$ cat src/rtl/cpu_shift_pkg.sv
// rtl/cpu_shift_pkg.sv - shared op/state encodings and widths for serial_shifter
package cpu_shift_pkg;

    localparam int SHIFT_WIDTH = 32;
    localparam int SHIFT_AMT_W = 5;

    localparam logic [1:0] SHIFT_SLL = 2'b00;
    localparam logic [1:0] SHIFT_SRL = 2'b01;
    localparam logic [1:0] SHIFT_SRA = 2'b11;

    typedef enum logic [1:0] {
        ST_IDLE  = 2'b00,
        ST_SHIFT = 2'b01,
        ST_DONE  = 2'b10
    } shift_state_e;

endpackage

$ cat src/rtl/shift_step.sv
// rtl/shift_step.sv - combinational single shift step (by 1, or by 4 when stride4 is set)
module shift_step
    import cpu_shift_pkg::*;
#(
    parameter int WIDTH = SHIFT_WIDTH
) (
    input  logic [WIDTH-1:0] value,
    input  logic [1:0]       op,
    input  logic             sign,
    input  logic             stride4,
    output logic [WIDTH-1:0] next_value
);

    // Op 2'b10 is not a real encoding and deliberately falls through to SLL.
    always_comb begin
        next_value = value;
        case (op)
            SHIFT_SRL: next_value = stride4 ? {4'b0000, value[WIDTH-1:4]}
                                            : {1'b0, value[WIDTH-1:1]};
            SHIFT_SRA: next_value = stride4 ? {{4{sign}}, value[WIDTH-1:4]}
                                            : {sign, value[WIDTH-1:1]};
            default:   next_value = stride4 ? {value[WIDTH-5:0], 4'b0000}
                                            : {value[WIDTH-2:0], 1'b0};
        endcase
    end

endmodule

$ cat src/rtl/serial_shifter.sv
// rtl/serial_shifter.sv - multi-cycle SLL/SRL/SRA unit; SERIAL_SHIFTER_STRIDE4_EN enables 4-bit strides
module serial_shifter
    import cpu_shift_pkg::*;
#(
    parameter int WIDTH = SHIFT_WIDTH,
    parameter int AMT_W = SHIFT_AMT_W
) (
    input  logic             clk,
    input  logic             rst,
    input  logic             start,
    input  logic [1:0]       op,
    input  logic [WIDTH-1:0] data_in,
    input  logic [WIDTH-1:0] amt,
    output logic [WIDTH-1:0] result,
    output logic             busy,
    output logic             done
);

    shift_state_e     state_q, state_d;
    logic [AMT_W-1:0] cnt_q, cnt_d;
    logic [WIDTH-1:0] result_q, result_d;
    logic [1:0]       op_q, op_d;
    logic             sign_q, sign_d;
    logic             stride4;
    logic [AMT_W-1:0] step_amt;
    logic [WIDTH-1:0] step_value;

    // Only the low AMT_W bits of the shift amount are architecturally meaningful.
    logic unused_amt_hi;
    assign unused_amt_hi = ^amt[WIDTH-1:AMT_W];

`ifdef SERIAL_SHIFTER_STRIDE4_EN
    assign stride4 = (cnt_q >= AMT_W'(4));
`else
    assign stride4 = 1'b0;
`endif
    assign step_amt = stride4 ? AMT_W'(4) : AMT_W'(1);

    shift_step #(.WIDTH(WIDTH)) u_step (
        .value      (result_q),
        .op         (op_q),
        .sign       (sign_q),
        .stride4    (stride4),
        .next_value (step_value)
    );

    always_ff @(posedge clk or posedge rst) begin
        if (rst) begin
            state_q  <= ST_IDLE;
            cnt_q    <= '0;
            result_q <= '0;
            op_q     <= SHIFT_SLL;
            sign_q   <= 1'b0;
        end else begin
            state_q  <= state_d;
            cnt_q    <= cnt_d;
            result_q <= result_d;
            op_q     <= op_d;
            sign_q   <= sign_d;
        end
    end

    always_comb begin
        state_d  = state_q;
        cnt_d    = cnt_q;
        result_d = result_q;
        op_d     = op_q;
        sign_d   = sign_q;
        case (state_q)
            ST_IDLE: begin
                if (start) begin
                    result_d = data_in;
                    cnt_d    = amt[AMT_W-1:0];
                    op_d     = op;
                    sign_d   = data_in[WIDTH-1];
                    state_d  = (amt[AMT_W-1:0] == '0) ? ST_DONE : ST_SHIFT;
                end
            end
            ST_SHIFT: begin
                result_d = step_value;
                cnt_d    = cnt_q - step_amt;
                if (cnt_d == '0) begin
                    state_d = ST_DONE;
                end
            end
            ST_DONE: state_d = ST_IDLE;
            default: state_d = ST_IDLE;
        endcase
    end

    // Outputs decode directly from flops, so nothing on an input reaches an output combinationally.
    assign result = result_q;
    assign busy   = (state_q != ST_IDLE);
    assign done   = (state_q == ST_DONE);

endmodule

$ cat config.mk
export PLATFORM = sky130hd
export DESIGN_NAME = serial_shifter
export DESIGN_NICKNAME = d
export VERILOG_FILES = /design/src/rtl/cpu_shift_pkg.sv /design/src/rtl/shift_step.sv /design/src/rtl/serial_shifter.sv
export SDC_FILE = /design/constraint.sdc
export NUM_CORES = 1
export LEC_CHECK = 0
export CAP_MARGIN = 20
export CORE_AREA = 2 2 101 79
export DETAILED_ROUTE_END_ITERATION = 8
export DIE_AREA = 0 0 103 81
export GPL_ROUTABILITY_DRIVEN = 0
export PLACE_DENSITY_LB_ADDON = 0.08
export SKIP_CTS_REPAIR_TIMING = 1
export SYNTH_ARGS = -nofsm -noshare
export SYNTH_HDL_FRONTEND = slang
export SYNTH_HIERARCHICAL = 1
export SYNTH_SLANG_ARGS = --single-unit
$ cat constraint.sdc
create_clock -name clk -period 1.9 [get_ports clk]
set_input_delay 0.57 -clock clk [delete_from_list [all_inputs] [get_ports clk]]
set_output_delay 0.57 -clock clk [all_outputs]
set_load 0.02 [all_outputs]
==> results.json, run 1 <==
{
  "viasPerCell": 5.26,
  "fin_nets": 419,
  "startpoint": "result[21]",
  "p_clk_share_pct": 10.4,
  "synth_area_leader_cell": "dfrtp_1",
  "avgSynthCellArea_um2": 11.1,
  "yosysTopAreaCellShare_pct": 36.9,
  "setup_tns_ps": 0,
  "fin_crit_sh_pct": 96.9,
  "switching_share_pct": 41.0,
  "ant_nets": 0,
  "dp.cells": 446,
  "cp.required_ps": 1330,
  "synth-simple-area-share_pct": 9.01,
  "max_clock_freq_mhz": 543,
  "clock_latency_ps": 300,
  "overflow": 0,
  "p_int_uw": 3940,
  "wirelength_um": 7410,
  "p_comb_share_pct": 62.5,
  "finClkSkew_ps": 6.51,
  "path_delay_family": "buffers and inverters",
  "cp-end-kind": "primary output",
  "synth_compound_area_share_pct": 11.5,
  "core_area_um2": 7500,
  "synthAdderAreaFrac_pct": 0.880,
  "vias": 2389,
  "critPathLaunchType": "flop",
  "ys_ff_latch": 42,
  "drcViolationCount": 0,
  "netlist_area_um2": 2850,
  "worst_slack_ps": 58.3,
  "power_density_nw_per_um2": 1660,
  "crit_fanout": 2,
  "power_frac_seq_pct": 27.1,
  "cts_root_buf": "clkbuf_8",
  "final_common_cell": "clkdlybuf4s50_1",
  "hold_path_class": "flop to flop",
  "arrival_ps": 1270,
  "muxShareOfSynthArea_pct": 34.3,
  "cts.clk_slew.worst_paths_ps": 80,
  "antenna_found_initial": 0,
  "first_pass_iters": 4,
  "portBuffers": 75,
  "worst-setup-path-type": "flop to primary output",
  "synth_top_family_by_area": "multiplexers",
  "worstPathCellList": "clkdlybuf4s50_1",
  "n_antenna_cell": 0,
  "die_h_um": 81,
  "final_cells": 454,
  "area_delta_synth_final_pct": 41.5,
  "dieWidth_um": 103,
  "pre_cts_slack_ps": -79.9,
  "utilization_pct": 53.7,
  "ir_worst_vdd_mv": 0.786,
  "initial_utilization_pct": 38.0,
  "ys_seq_area_share_pct": 36.9,
  "rsz0062_at_grt": "false",
  "r2r-start": "cnt_q[0]",
  "grt_pass1_wl_um": 12100,
  "layout_common_cells": "clkdlybuf4s50_1, dfrtp_1, mux2i_1, nand2_1, o21ai_0",
  "hp-start": "op_q[1]",
  "drv_cap": 0,
  "outcome": "finished, final reports clean",
  "p_leak_uw": 0.00198,
  "hpwl_um": 5310,
  "drt_iter0_markers": 161,
  "synth_xor_xnor_area_share_pct": 0.616,
  "cts_buffer_depth": 2,
  "first_global_vias": 2294,
  "floorplan.rows": 28,
  "yosysWarnings": 6,
  "critPathSlowestCell": "clkdlybuf4s50_1",
  "synthCells": 257,
  "cts_htree_levels": 2,
  "timing_hold_violations_final": 0,
  "cts-buffers-inserted": 5,
  "critPathBufInv": 1,
  "tritoncts": "done",
  "boundaryPins": 103,
  "max_stage_delay_ps": 610,
  "final.min_clock_period_ps": 1840,
  "slew_viol_final": 0,
  "grt_max_degree": 43,
  "drive_gt1_share_pct": 20.3,
  "setup_violations": 0,
  "yosys-top-cells-area": "dfrtp_1, mux4_2, mux2i_1",
  "cts_sinks": 42,
  "grt_use_total_pct": 18.8,
  "wl_per_cell_um": 16.3,
  "switchingPower_uw": 2740,
  "synth_cell_types": 36,
  "die_area_um2": 8340
}
[power by group through the flow]
stage	registers, uW	clock network, uW	logic, uW
after detailed placement	1820	0	4220
final	1810	694	4170
after global routing	1880	759	4560
after floorplan	2160	0	2240
after CTS	1810	713	4230
after global placement	1830	0	4170
[state kept, by name (all words and copies together), names as in the netlist]
register  count
cnt_q         5
op_q          2
result       32
sign_q        1
state_q       2
[cell usage after synthesis]
cell and n:
mux2i_1 40, mux2_2 3, nor3b_1 1, a21oi_1 5, buf_6 5, o311a_1 1, buf_4 6, conb_1 1
nand2_1 34, dfrtp_1 42, inv_1 6, a221oi_1 1, nor2_1 7, xnor2_1 2, buf_2 7, a211oi_1 1
nand3_1 4, o21bai_2 1, nor3_2 1, and4_1 1, nand2b_1 1, a21boi_0 1, o21ai_0 32, o22ai_1 5
or4_1 1, nor2b_2 1, mux4_2 24, o21ai_1 11, buf_12 1, nor2b_1 1, or2_1 1, nor2_2 1
a32o_1 1, nand3b_1 2, ha_1 2, clkbuf_1 3
[worst paths after layout]
path	to	slack, ps	cells past startpoint
max in group asynchronous	cnt_q[2]	1070	3
worst min-delay path	op_q[1]	510	1
worst min register to register	op_q[1]	510	1
min in group asynchronous	state_q[1]	610	3
worst max register to register	cnt_q[4]	380	5
worst max-delay path	result[21]	60	1
[cells by family (layout without fill, tap and decap cells)]
family / after synthesis / count (layout)
xor+xnor: 2 / 2
other cells: 1 / 2
flops: 42 / 42
simple gates: 56 / 56
compound gates: 59 / 59
buf+inv: 28 / 119
fa+ha+maj: 2 / 2
mux: 67 / 67
[stage by stage]
step | instance area (um^2) | total power, uW | hold slack, ps
3_3_place_gp | 3860 | 6000 | 484
2_1_floorplan | 2850 | 4400 | 474
6_report | 4030 | 6670 | 510
5_1_grt | 4030 | 7190 | 539
3_5_place_dp | 3860 | 6040 | 494
4_1_cts | 3970 | 6750 | 514
[layer usage]
metal | share of wire (%) | vias to the layer above | track usage (%)
li1 | - | 1138 | -
met1 | 49 | 1165 | 29.3
met2 | 44 | 81 | 27.1
met3 | 5.5 | 5 | 3.96
met4 | 0.69 | 0 | 3.29
met5 | 0 | - | 0
[layout make-up]
| class | instances | area, um^2 |
|---|---|---|
| Fill cell | 698 | 3470 |
| Multi-Input combinational cell | 188 | 1620 |
| Timing Repair Buffer | 105 | 1100 |
| Sequential cell | 42 | 1050 |
| Tap cell | 105 | 131 |
| Clock buffer | 8 | 110 |
| Inverter | 6 | 22.5 |
Note: power is estimated with default switching activity, not from simulation.
==> run 2: changes to the inputs <==
--- a/config.mk
+++ b/config.mk
@@ -7,6 +7,7 @@
 export LEC_CHECK = 0
 export CAP_MARGIN = 20
 export CORE_AREA = 2 2 101 79
+export CTS_BUF_LIST = sky130_fd_sc_hd__clkbuf_4 sky130_fd_sc_hd__clkbuf_8
 export DETAILED_ROUTE_END_ITERATION = 8
 export DIE_AREA = 0 0 103 81
 export GPL_ROUTABILITY_DRIVEN = 0
==> results of run 2 <==
No change in the layout: final DEF, timing and power equal those of run 1.
==> run 3: changes to the inputs <==
--- a/config.mk
+++ b/config.mk
@@ -13,6 +13,7 @@
 export GPL_ROUTABILITY_DRIVEN = 0
 export PLACE_DENSITY_LB_ADDON = 0.08
 export SKIP_CTS_REPAIR_TIMING = 1
+export SLEW_MARGIN = 20
 export SYNTH_ARGS = -nofsm -noshare
 export SYNTH_HDL_FRONTEND = slang
 export SYNTH_HIERARCHICAL = 1
==> results of run 3 <==
No change in the layout: final DEF, timing and power equal those of run 1.
